## src/rtl/ifu_pc_gen.sv

```systemverilog
// ---------------------------------------------------------------------------
// ifu_pc_gen -- fetch-stage PC generator feeding the instruction cache.
//
// Owns the architectural fetch PC and presents it to the icache lookup port.
// Each clock edge picks the next PC in priority order:
//   trap target > branch redirect target > sequential advance > hold.
// A sequential advance only happens when the pipeline advances and the
// icache hits. The block also flags the instruction currently leaving the
// icache as wrong-path (fetch_squash) after any redirect, and counts the
// cycles spent waiting on an icache miss.
//
// Configuration macros:
//   PC_INITIAL_ADDRESS : default for RESET_PC (defaults to 32'h8000_0000).
//   IFU_BTB_EN         : when defined, adds a direct-mapped branch target
//                        buffer that steers sequential fetch to predicted
//                        taken targets, plus its update and prediction ports.
//
// Ports:
//   clk, rst        : clock, synchronous active-high reset
//   pipeline_en     : global advance enable (shared with the icache)
//   icache_valid    : icache hit for the current pc (combinational)
//   trap_valid/pc   : trap/exception redirect request and target
//   redirect_valid/pc : EX-stage mispredict redirect and target
//   upd_*           : BTB update port (IFU_BTB_EN only)
//   pred_taken      : prediction for the instruction at the icache output
//                     (IFU_BTB_EN only)
//   pc              : fetch PC to the icache
//   fetch_squash    : instruction at the icache output is wrong-path
//   miss_cycles     : saturating count of cycles spent in the miss state
// ---------------------------------------------------------------------------

`ifndef PC_INITIAL_ADDRESS
`define PC_INITIAL_ADDRESS 32'h8000_0000
`endif

module ifu_pc_gen #(
  parameter logic [31:0] RESET_PC    = `PC_INITIAL_ADDRESS,
  parameter int unsigned BTB_ENTRIES = 16
) (
  input  logic        clk,
  input  logic        rst,
  input  logic        pipeline_en,
  input  logic        icache_valid,
  input  logic        trap_valid,
  input  logic [31:0] trap_pc,
  input  logic        redirect_valid,
  input  logic [31:0] redirect_pc,
`ifdef IFU_BTB_EN
  input  logic        upd_valid,
  input  logic [31:0] upd_pc,
  input  logic [31:0] upd_target,
  input  logic        upd_taken,
  output logic        pred_taken,
`endif
  output logic [31:0] pc,
  output logic        fetch_squash,
  output logic [31:0] miss_cycles
);

  // Instruction addresses are word aligned; the low two bits are dropped.
  localparam logic [31:0] ADDR_MASK   = 32'hFFFF_FFFC;
  localparam logic [31:0] RESET_PC_AL = RESET_PC & ADDR_MASK;
  localparam logic [31:0] CNT_MAX     = 32'hFFFF_FFFF;

  typedef enum logic [0:0] {
    ST_RUN  = 1'b0,
    ST_MISS = 1'b1
  } state_e;

  state_e      state_q;
  logic [31:0] pc_q;
  logic [31:0] pc_d;
  logic        squash_q;
  logic        squash_d;
  logic [31:0] miss_cnt_q;

  logic        cap_s;
  logic        redir_s;
  logic        seq_adv_s;
  logic [31:0] redir_tgt_s;
  logic [31:0] seq_pc_s;

  // The icache latches pc whenever the pipeline advances, and also while it
  // is missing so that the refill lookup keeps tracking the current pc.
  assign cap_s     = pipeline_en | ~icache_valid;
  assign redir_s   = trap_valid | redirect_valid;
  assign seq_adv_s = pipeline_en & icache_valid;

  // Redirect target selection: a trap always beats a branch redirect.
  always_comb begin
    redir_tgt_s = redirect_pc & ADDR_MASK;
    if (trap_valid) begin
      redir_tgt_s = trap_pc & ADDR_MASK;
    end else begin
      redir_tgt_s = redirect_pc & ADDR_MASK;
    end
  end

`ifdef IFU_BTB_EN
  // -------------------------------------------------------------------------
  // Direct-mapped BTB: index from pc[2 +: IDX_W], tag from the remaining
  // upper bits, payload is target[31:2] and a taken bit.
  // -------------------------------------------------------------------------
  localparam int unsigned IDX_W = $clog2(BTB_ENTRIES);
  localparam int unsigned TAG_W = 30 - IDX_W;

  logic [BTB_ENTRIES-1:0] btb_valid_q;
  logic [BTB_ENTRIES-1:0] btb_taken_q;
  logic [TAG_W-1:0]       btb_tag_q [BTB_ENTRIES];
  logic [29:0]            btb_tgt_q [BTB_ENTRIES];
  logic                   pred_q;

  logic [IDX_W-1:0]       lkp_idx_s;
  logic [TAG_W-1:0]       lkp_tag_s;
  logic [IDX_W-1:0]       upd_idx_s;
  logic [TAG_W-1:0]       upd_tag_s;
  logic                   btb_hit_s;
  logic                   btb_redir_s;
  logic                   unused_upd_bits_s;

  assign lkp_idx_s = pc_q[2 +: IDX_W];
  assign lkp_tag_s = pc_q[31 -: TAG_W];
  assign upd_idx_s = upd_pc[2 +: IDX_W];
  assign upd_tag_s = upd_pc[31 -: TAG_W];

  // Byte-offset bits of the update addresses carry no information.
  assign unused_upd_bits_s = ^{upd_pc[1:0], upd_target[1:0]};

  // Lookup reads the registered arrays, so a same-cycle update is not seen.
  assign btb_hit_s   = btb_valid_q[lkp_idx_s] && (btb_tag_q[lkp_idx_s] == lkp_tag_s);
  assign btb_redir_s = btb_hit_s && btb_taken_q[lkp_idx_s];

  // Sequential fetch follows a predicted-taken BTB hit, otherwise pc+4.
  always_comb begin
    seq_pc_s = pc_q + 32'd4;
    if (btb_redir_s) begin
      seq_pc_s = {btb_tgt_q[lkp_idx_s], 2'b00};
    end else begin
      seq_pc_s = pc_q + 32'd4;
    end
  end

  // BTB valid bits: cleared by reset, set by any update.
  always_ff @(posedge clk) begin
    if (rst) begin
      btb_valid_q <= '0;
    end else if (upd_valid) begin
      btb_valid_q[upd_idx_s] <= 1'b1;
    end
  end

  // BTB payload: tag, target and direction, written on update (no reset).
  always_ff @(posedge clk) begin
    if (upd_valid) begin
      btb_tag_q[upd_idx_s]   <= upd_tag_s;
      btb_tgt_q[upd_idx_s]   <= upd_target[31:2];
      btb_taken_q[upd_idx_s] <= upd_taken;
    end
  end

  // Prediction travels with the instruction captured by the icache; a
  // squashed instruction never reports a prediction.
  always_ff @(posedge clk) begin
    if (rst) begin
      pred_q <= 1'b0;
    end else if (redir_s) begin
      pred_q <= 1'b0;
    end else if (cap_s) begin
      pred_q <= btb_redir_s;
    end else begin
      pred_q <= pred_q;
    end
  end

  assign pred_taken = pred_q;
`else
  logic unused_cfg_s;

  // Without a BTB the table size has no effect on the datapath.
  assign unused_cfg_s = (BTB_ENTRIES > 32'd1);

  // Sequential fetch is always the next word (wraps modulo 2^32).
  always_comb begin
    seq_pc_s = pc_q + 32'd4;
  end
`endif

  // Next-PC priority: trap/redirect, then sequential advance, else hold.
  always_comb begin
    pc_d = pc_q;
    if (redir_s) begin
      pc_d = redir_tgt_s;
    end else if (seq_adv_s) begin
      pc_d = seq_pc_s;
    end else begin
      pc_d = pc_q;
    end
  end

  // Squash is raised by a redirect and only dropped by a clean capture, so a
  // stall keeps the wrong-path marker on the instruction still at the output.
  always_comb begin
    squash_d = squash_q;
    if (redir_s) begin
      squash_d = 1'b1;
    end else if (cap_s) begin
      squash_d = 1'b0;
    end else begin
      squash_d = squash_q;
    end
  end

  // Fetch FSM with registered pc, squash flag and miss-cycle counter.
  always_ff @(posedge clk) begin
    if (rst) begin
      state_q    <= ST_RUN;
      pc_q       <= RESET_PC_AL;
      squash_q   <= 1'b0;
      miss_cnt_q <= 32'd0;
    end else begin
      pc_q     <= pc_d;
      squash_q <= squash_d;
      case (state_q)
        ST_RUN: begin
          miss_cnt_q <= miss_cnt_q;
          if (!redir_s && !icache_valid) begin
            state_q <= ST_MISS;
          end else begin
            state_q <= ST_RUN;
          end
        end
        ST_MISS: begin
          // Counts every edge spent in MISS, including the exit edge.
          if (miss_cnt_q != CNT_MAX) begin
            miss_cnt_q <= miss_cnt_q + 32'd1;
          end else begin
            miss_cnt_q <= miss_cnt_q;
          end
          // A redirect abandons the outstanding miss.
          if (redir_s || icache_valid) begin
            state_q <= ST_RUN;
          end else begin
            state_q <= ST_MISS;
          end
        end
        default: begin
          state_q    <= ST_RUN;
          miss_cnt_q <= miss_cnt_q;
        end
      endcase
    end
  end

  assign pc           = pc_q;
  assign fetch_squash = squash_q;
  assign miss_cycles  = miss_cnt_q;

endmodule

```

## config.mk

```make
export PLATFORM = sky130hd
export DESIGN_NAME = ifu_pc_gen
export DESIGN_NICKNAME = d
export VERILOG_FILES = /design/src/rtl/ifu_pc_gen.sv
export SDC_FILE = /design/constraint.sdc
export NUM_CORES = 1
export LEC_CHECK = 0
export CORE_MARGIN = 3
export CORE_UTILIZATION = 35
export CTS_CLUSTER_DIAMETER = 40
export CTS_CLUSTER_SIZE = 8
export DETAILED_ROUTE_END_ITERATION = 8
export PLACE_DENSITY = 0.74
export SYNTH_ARGS = -nofsm -noshare
export SYNTH_HDL_FRONTEND = slang
export SYNTH_SLANG_ARGS = --single-unit
```

## constraint.sdc

```tcl
create_clock -name clk -period 2.6 [get_ports clk]
set_clock_uncertainty 0.15 [all_clocks]
set_input_delay 0.39 -clock clk [delete_from_list [all_inputs] [get_ports clk]]
set_output_delay 0.39 -clock clk [all_outputs]
set_load 0.01 [all_outputs]
```

==> metrics.cfg, run 1 <==
[outcome]
status=completed

[placement]
dp_cells=722
dp_hpwl_mm=9.01
globalplace.congestion=0.911
numPortBuffers=128

[clock_network]
cts-buffers-inserted=9
clkLatencyLatePin_ns=0.34
cts_root_buf=clkbuf_8
clk_path_buf_depth=2
cts_hold_buf=0
post_cts_buffers=0
tritoncts=done
cts_sinks=64
ctsResizeCount=0
clk_pin_slew_worst_paths_ns=0.08
htreeDepth=3

[pwr]
seq_power_share_pct=46.0
clockPowerShare_pct=36.9
cellPowerDensity_mw_per_mm2=424
internal-power_w=0.00170
combinationalPowerShare_pct=17.1
switching_power_w=0.000598
swShare_pct=26.0
ir_drop_mv=0.328
p_leak_nw=1.79

[route]
routedLengthMet1_mm=5.18
vias=4106
drc_errors=0
wl_met3_um=845
vias_per_cell=5.57
dr.pass1.iters=4
dr.first_iter.drc_count=165
ant_nets=0
met2_length_mm=5.91
post_drt_wl_per_cell_um=16.3
top_layer=met4
routed_wl_mm=12.0

[synth]
yosys.area_share.simple_pct=27.1
synthAdderAreaFrac_pct=0.667
synth_cell_types=56
synth_top_family_by_area=simple AND/OR/NAND/NOR gates
synth_compound_area_share_pct=26.3
netlist.area_leader.share_pct=34.1
syn_area_mm2=0.00375
synth.largest_area_cell=dfxtp_1
syn_inst=467
synthMuxAreaShare_pct=1.73
synth-edff-count=0
yosysSeqAreaShare_pct=34.1
synth.area.top_cells=dfxtp_1 (34%), a21oi_1 (5.1%), nand2_1 (4.3%)
synthArstFlopShare_pct=0
ys.flop_type=dfxtp_1
ys_ff_latch=64
avgSynthCellArea_um2=8.04
synth_common_cells=dfxtp_1 (64), nand2_1 (43), a21oi_1 (38)
yosys_warnings=0
synth_xor_area_share_pct=5.14
yosysMostFrequentCell=dfxtp_1

[critical_path]
arrival_ns=2.43
crit_family=simple AND/OR/NAND/NOR gates
critPathMaxFanout=9
path_cells=ha_1 > nand2_1 > or4_4 > o31ai_4 > buf_4 > nor2_2 > mux2_4
critPathCaptureType=register
r2r-start=miss_cycles[0]$_SDFFE_PP0P_
path_class=register to register
r2r_slack_ns=0.25
reg2reg_to=miss_cycles[3]$_SDFFE_PP0P_
cp-start-kind=register
critPathBufInv=1
cp-endpoint=miss_cycles[3]$_SDFFE_PP0P_
slowest_stage=or4_4
r2r_cells=7
critPathRequiredTime_ns=2.68
crit_start=miss_cycles[0]$_SDFFE_PP0P_
cp.depth=7
cp_slowest_stage_delay_ns=0.61

[sta]
report.final.slew_viol_count=0
min_period_ns=2.35
maxSlewHeadroom_pct=42.1
finalSetupViolCount=0
finalSetupTns_ns=0
hold_viol=0
max_freq_mhz=425
rsz0062_at_grt=false
tightest_slew_ns=0.868
fin_crit_sh_pct=90.4

[finish]
regArea_mm2=0.00128
stdcell_count=737
final_util_pct=52.3
multiInputGateArea_mm2=0.00229
antennaDiodeCount=0
filler_cell_count=1019
nets=669
syn_to_final_growth_pct=44.5
final_layout_size_suffix_gt1_share_pct=6.82

[hold_path]
min_path_cells=2
min_path_type=register to register

[global_route]
grt_max_degree=45
first_global_vias=3867
overflow=0
grt_antenna_before_repair=0
grt_pass1_wl_mm=19.2
track_usage_pct=19.8

[floorplanning]
pin_count=135
die_area_mm2=0.0120
initial_core_util_pct=36.2
num_rows=37
die_h_um=110
core_mm2=0.0104
die_x_um=110

[job]
maxCapViolCount=0

-- stage by stage --
step	hold WS, ns	total power, W	instance area, um^2	setup WS [ns]
2_1_floorplan	0.312	0.00124	3760	0.258
3_3_place_gp	0.323	0.00146	5240	0.202
4_1_cts	0.344	0.00232	5420	0.263
3_5_place_dp	0.332	0.00147	5240	0.174
5_1_grt	0.381	0.00241	5420	0.0935
6_report	0.345	0.00230	5420	0.250
-- flip-flops by register name, summed over array words and instances, names as in the netlist --
| register | count |
|---|---|
| state_q | 1 |
| miss_cycles | 32 |
| fetch_squash | 1 |
| pc | 30 |
-- logic make-up (layout without fill, tap and decap cells) --
group	count (synthesis)	in the layout
and+or+nand+nor	182	182
AOI/OAI and AO/OA	147	147
DFF	64	64
buffers and inverters	43	176
xor gates and xnor gates	22	22
muxes	6	6
adders and majority gates	2	2
other	1	2
-- area by class of cell --
type	instances	share of cell area, %
inverter	16	1.11
clock buffer	12	2.68
tap	136	3.14
sequential	64	23.6
clock inverter	3	0.784
timing repair buffer	145	26.3
multi-input combinational	361	42.3
-- placed cells by master, fill, tap and decap left out, types with 17 or more instances in the layout --
master / count
clkdlybuf4s50_1: 127
dfxtp_1: 64
nand2_1: 43
a21oi_1: 38
nor2_1: 33
o21ai_0: 30
nand3_1: 19
o31ai_1: 18
a211oi_1: 17
-- worst register-to-register path: cells and delay by family, from the launching register on --
family	cells	cell delay, ns
buf+inv	1	0.21
compound gates	1	0.20
flops	1	0.40
mux	1	0.29
fa+ha+maj	1	0.22
simple gates	3	0.79
-- layer usage --
layer	up-vias	GRT usage [%]
met5	-	0
met4	0	4.63
met3	13	4.52
met2	163	35.4
met1	1903	24.1
li1	2027	-
-- how the worst min path moves through the flow --
stage                        start                   to
2_1_floorplan         icache_valid   state_q$_SDFF_PP0_
3_3_place_gp    pc[9]$_SDFFE_PP0P_   pc[9]$_SDFFE_PP0P_
3_5_place_dp    pc[9]$_SDFFE_PP0P_   pc[9]$_SDFFE_PP0P_
4_1_cts         pc[9]$_SDFFE_PP0P_   pc[9]$_SDFFE_PP0P_
5_1_grt        pc[10]$_SDFFE_PP0P_  pc[10]$_SDFFE_PP0P_
6_report        pc[9]$_SDFFE_PP0P_   pc[9]$_SDFFE_PP0P_
-- power by group through the flow --
stage,Sequential [W],Clock (W),Combinational (W)
after floorplan,0.00109,0,0.000153
after global placement,0.00108,0,0.000384
after detailed placement,0.00108,0,0.000392
after CTS,0.00106,0.000873,0.000394
after global routing,0.00106,0.000918,0.000426
final,0.00106,0.000848,0.000393
Power figures use the tool's default switching activity.
==> run 2: changes to the inputs <==
GPL_ROUTABILITY_DRIVEN = 0   (was default)
==> results of run 2 <==
No change in the layout: final DEF, timing and power equal those of run 1.
